**config.mk**
```make
export PLATFORM = sky130hd
export DESIGN_NAME = perf_section_trigger
export DESIGN_NICKNAME = d
export VERILOG_FILES = /design/src/rtl/perf_section_trigger.sv
export SDC_FILE = /design/constraint.sdc
export NUM_CORES = 1
export LEC_CHECK = 0
export BUFFER_PORTS_ARGS = -buffer_cell sky130_fd_sc_hd__buf_2
export CAP_MARGIN = 0
export CORE_MARGIN = 3
export CORE_UTILIZATION = 45
export DETAILED_ROUTE_END_ITERATION = 7
export GPL_TIMING_DRIVEN = 0
export PLACE_DENSITY = 0.71
export SYNTH_ARGS = -nofsm -noshare
export SYNTH_HDL_FRONTEND = slang
export SYNTH_SLANG_ARGS = --single-unit
```
**constraint.sdc**
```tcl
create_clock -name clk -period 12.11 [get_ports clk]
set_clock_uncertainty 0.1 [all_clocks]
set_input_delay 3.0275 -clock clk [delete_from_list [all_inputs] [get_ports clk]]
set_output_delay 3.0275 -clock clk [all_outputs]
set_load 0.05 [all_outputs]
```
**src/rtl/perf_section_trigger.sv**
```systemverilog
// Avalon-MM write master that turns section start/stop pulses and a global clear
// request into STOP/GO/reset register writes on the performance counter slave.
module perf_section_trigger #(
   parameter int NUM_SECTIONS = 4,
   parameter int DROP_W       = 8
) (
   input  logic                    clk,
   input  logic                    reset,
   input  logic [NUM_SECTIONS-1:0] sec_start,
   input  logic [NUM_SECTIONS-1:0] sec_stop,
   input  logic                    global_clear,
   output logic [3:0]              avm_address,
   output logic                    avm_write,
   output logic                    avm_begintransfer,
   output logic [31:0]             avm_writedata,
   input  logic                    avm_waitrequest,
   output logic                    busy,
   output logic [DROP_W-1:0]       drop_count
);

   // Event bit layout doubles as the priority order: bit 0 = clear,
   // then stop[0..N-1], then start[0..N-1]; the lowest set bit wins.
   localparam int NUM_EV = 2 * NUM_SECTIONS + 1;
   localparam int CNT_W  = $clog2(NUM_EV + 1);
   localparam int SUM_W  = DROP_W + CNT_W;

   typedef enum logic {IDLE, WRITE} state_t;

   state_t              state_reg;
   logic [NUM_EV-1:0]   pend_reg;
   logic [NUM_EV-1:0]   grant_reg;
   logic [NUM_EV-1:0]   set_vec;
   logic [NUM_EV-1:0]   clr_vec;
   logic [NUM_EV-1:0]   drop_vec;
   logic [NUM_EV-1:0]   pend_next;
   logic [NUM_EV-1:0]   win_vec;
   logic [3:0]          ev_addr [NUM_EV];
   logic [3:0]          win_addr;
   logic [CNT_W-1:0]    drop_inc;
   logic [SUM_W-1:0]    drop_sum;
   logic [DROP_W-1:0]   drop_next;

   assign set_vec    = {sec_start, sec_stop, global_clear};
   assign ev_addr[0] = 4'd0;

   generate
      for (genvar gi = 0; gi < NUM_SECTIONS; gi++) begin : g_addr
         assign ev_addr[1 + gi]                = 4'(4 * gi);
         assign ev_addr[1 + NUM_SECTIONS + gi] = 4'(4 * gi + 1);
      end
   endgenerate

   // Isolate the lowest set pending bit.
   assign win_vec = pend_reg & (~pend_reg + NUM_EV'(1));

   always_comb begin
      win_addr = '0;
      for (int i = 0; i < NUM_EV; i++) begin
         if (win_vec[i]) begin
            win_addr = win_addr | ev_addr[i];
         end
      end
   end

   // A new pulse on a bit being cleared this cycle re-arms it rather than dropping.
   assign clr_vec   = (state_reg == WRITE && !avm_waitrequest) ? grant_reg : '0;
   assign drop_vec  = set_vec & pend_reg & ~clr_vec;
   assign pend_next = (pend_reg & ~clr_vec) | set_vec;

   always_comb begin
      drop_inc = '0;
      for (int i = 0; i < NUM_EV; i++) begin
         drop_inc = drop_inc + CNT_W'(drop_vec[i]);
      end
      drop_sum = SUM_W'(drop_count) + SUM_W'(drop_inc);
      if (|drop_sum[SUM_W-1:DROP_W]) begin
         drop_next = '1;
      end else begin
         drop_next = drop_sum[DROP_W-1:0];
      end
   end

   assign busy = (|pend_reg) | (state_reg == WRITE);

   always_ff @(posedge clk or posedge reset) begin
      if (reset) begin
         state_reg         <= IDLE;
         pend_reg          <= '0;
         grant_reg         <= '0;
         drop_count        <= '0;
         avm_address       <= '0;
         avm_writedata     <= '0;
         avm_write         <= 1'b0;
         avm_begintransfer <= 1'b0;
      end else begin
         pend_reg   <= pend_next;
         drop_count <= drop_next;
         case (state_reg)
            IDLE: begin
               if (|pend_reg) begin
                  state_reg         <= WRITE;
                  grant_reg         <= win_vec;
                  avm_address       <= win_addr;
                  avm_writedata     <= {31'd0, win_vec[0]};
                  avm_write         <= 1'b1;
                  avm_begintransfer <= 1'b1;
               end
            end
            WRITE: begin
               avm_begintransfer <= 1'b0;
               if (!avm_waitrequest) begin
                  state_reg <= IDLE;
                  grant_reg <= '0;
                  avm_write <= 1'b0;
               end
            end
         endcase
      end
   end

endmodule
```
==> reports/results.ini <==
[place]
portBuffers = 26
gp_congestion = 0.795
place_inst = 306
dp_hpwl_mm = 2.91

[pwr]
p_total_uw = 521
clkPwrFrac_pct = 20.8
combPwrFrac_pct = 51.3
switchingPower_uw = 227
sequentialPowerShare_pct = 27.9
pwr_density_cell_nw_per_um2 = 215
irDropWorstVdd_mv = 0.213
p_int_uw = 293
switching_share_pct = 43.7
p_leak_uw = 0.00122

[yosys]
synth-seq-cells = 33
seq_area_frac_synth_pct = 41.9
synth_compound_area_share_pct = 15.4
syn_inst = 199
synth_cell_types = 45
synth_top_family_by_area = simple AND/OR/NAND/NOR gates
avgSynthCellArea_um2 = 9.91
synth-adder-area-share_pct = 9.90
syn_area_um2 = 1970
synth_xor_xnor_area_share_pct = 0.444
synth_warnings = 0
synthSimpleGateAreaFrac_pct = 17.0
muxShareOfSynthArea_pct = 0.508

[finish]
seq_area_um2 = 826
multiInputGateArea_um2 = 972
final_common_cell = dfrtp_1
syn2layout_area_growth_pct = 23.0
drive_gt1_share_pct = 28.7
final_cell_mix = 33 x dfrtp_1, 32 x buf_4, 32 x conb_1
layout.nets = 288
diodes = 0
layout.cells.non_filler = 315
nFillCells = 387
postLayoutCoreUtil_pct = 58.9

[setup_path]
crit_start = avm_waitrequest
worstPathMaxFanout = 10
criticalPathCategory = in -> reg
rrSetupSlack_ns = 7.36
critPathCapture = drop_count[3]$_DFF_PP0_
crit_path_end_kind = register
r2r-start = state_reg$_DFF_PP0_
worstPathRequired_ns = 12.17
rr_endpoint = drop_count[3]$_DFF_PP0_
startpoint_type = input port
r2r_cells = 15
critPathArrivalTime_ns = 7.06

[timing]
setup_viol = 0
fmax_mhz = 143
report.final.slew_viol_count = 0
period_needed_ns = 7.00
tightest_slew_ns = 0.544
hold_viol = 0
timing.final.crit_share_pct = 57.8
rsz0062_at_grt = false
fin_hold_ws_ns = 0.390
fin_tns_setup_ns = 0
slew-limit-headroom_pct = 63.5

[route]
wl_per_cell_um = 12.0
vias_per_cell = 4.64
via_count = 1463
drt_iter0_markers = 32
drt_pre_antenna_iters = 4
drcViolationCount = 0
finalWirelength_mm = 3.77
drtAntennaViolNets = 0

[clock_tree]
cts_buffer_depth = 2
clk_pin_slew_ns = 0.07
clk_latency_ns = 0.29
cts_setup_buffers = 0
cts_tree = yes
cts_resized = 0
cts_max_level = 2
cts_hold_buf = 0
root_buffer = clkbuf_8
cts_sinks = 33
cts_buffers = 5

[die]
fp.dieW_um = 72.2
ios = 59
coreArea_um2 = 4120
die_h_um = 72.2
start_util_pct = 47.9
dieArea_um2 = 5210
num_rows = 23

[global_routing]
grt_pass1_vias = 1400
grt-ovfl-total = 0
grt_max_degree = 34
gr-usage-all-layers_pct = 15.5
grt_first_pass_wirelength_mm = 6.26
antenna_found_initial = 0

[status]
outcome = completed

[min_path]
hold_class = reg -> reg

[job]
maxCapViolCount = 0

[cell usage after synthesis]
cell | number | area share [%]
a211o_1 | 1 | 0.44
a21boi_0 | 1 | 0.38
a21o_1 | 9 | 3.4
a21o_2 | 1 | 0.44
a21oi_1 | 7 | 1.8
a22o_1 | 3 | 1.3
a22o_2 | 1 | 0.51
a22oi_1 | 1 | 0.38
a31oi_1 | 3 | 0.95
and2_0 | 1 | 0.32
and2b_1 | 1 | 0.38
and3_1 | 9 | 2.9
and3_2 | 1 | 0.38
buf_2 | 1 | 0.25
buf_4 | 32 | 12
clkbuf_1 | 1 | 0.19
conb_1 | 1 | 0.19
dfrtp_1 | 33 | 42
fa_1 | 6 | 6.1
ha_1 | 6 | 3.8
inv_1 | 11 | 2.1
mux2i_1 | 1 | 0.51
nand2_1 | 20 | 3.8
nand2b_1 | 3 | 0.95
nand3_1 | 4 | 1.0
nor2_1 | 10 | 1.9
nor2b_1 | 3 | 0.95
nor3_1 | 4 | 1.0
nor3_2 | 1 | 0.51
nor3b_1 | 1 | 0.38
nor3b_4 | 1 | 0.95
o21a_1 | 2 | 0.76
o21ai_0 | 7 | 1.8
o21ba_2 | 1 | 0.51
o21bai_1 | 1 | 0.38
o21bai_2 | 1 | 0.57
o22a_1 | 1 | 0.44
o22ai_1 | 1 | 0.32
o311ai_1 | 1 | 0.44
o32a_1 | 1 | 0.51
or2_2 | 1 | 0.32
or2b_1 | 1 | 0.38
or3_1 | 1 | 0.32
or3_4 | 1 | 0.57
xnor2_1 | 1 | 0.44
[power by group through the flow]
stage	clock (uW)	sequential [uW]	combinational, uW
final	108	145	267
after global routing	115	148	300
after CTS	111	145	271
after detailed placement	0	147	268
after global placement	0	146	264
after floorplan	0	201	162
[through the flow]
stage	worst slack, ns	cell area [um2]
after floorplan	5.30	2090
after global placement	4.81	2280
after detailed placement	4.74	2280
after CTS	5.05	2400
after global routing	4.84	2420
final	5.11	2420
[routing by layer]
layer,vias up,routed length (um),global-route usage (%)
met4,0,63,6.26
li1,747,-,-
met1,668,1690,20.9
met5,-,0,0
met2,41,1730,23.2
met3,7,274,4.99
[worst max-delay path, stage by stage]
cell and delay, ns:
buf_2 0.10, nor2b_1 0.14, buf_2 0.26, nand2_1 0.11
and3_2 0.23, fa_1 0.51, inv_1 0.06, fa_1 0.52
inv_1 0.05, fa_1 0.48, ha_1 0.24, fa_1 0.40
a21o_1 0.19, a21oi_1 0.35, nand2b_1 0.26, o21ai_0 0.11
[cells by family after synthesis]
| kind of cell | Yosys count |
|---|---|
| buffers and inverters | 45 |
| and+or+nand+nor | 63 |
| xor gates and xnor gates | 1 |
| other | 1 |
| muxes | 1 |
| adders and majority gates | 12 |
| AOI/OAI and AO/OA | 43 |
| DFF | 33 |
[layout make-up]
| cell class | count | area share [%] |
|---|---|---|
| multi-input cells | 152 | 40.1 |
| flip-flops and latches | 33 | 34.1 |
| plain buffers | 34 | 10.3 |
| repair buffers | 27 | 6.50 |
| clock buffers | 7 | 3.56 |
| well taps | 50 | 2.58 |
| inverters | 11 | 1.70 |
| clock inverters | 1 | 1.24 |
[worst min path at each step]
stage	start	to	slack (ns)	cells after the start
global placement	avm_address[0]$_DFFE_PP0P_	avm_address[0]$_DFFE_PP0P_	0.37	1
global route	avm_address[0]$_DFFE_PP0P_	avm_address[0]$_DFFE_PP0P_	0.43	1
floorplan	grant_reg[6]$_DFFE_PP0P_	grant_reg[6]$_DFFE_PP0P_	0.37	1
detailed placement	avm_address[0]$_DFFE_PP0P_	avm_address[0]$_DFFE_PP0P_	0.38	1
finish	avm_address[0]$_DFFE_PP0P_	avm_address[0]$_DFFE_PP0P_	0.39	1
CTS	avm_address[0]$_DFFE_PP0P_	avm_address[0]$_DFFE_PP0P_	0.40	1
Note: power is estimated with default switching activity, not from simulation.
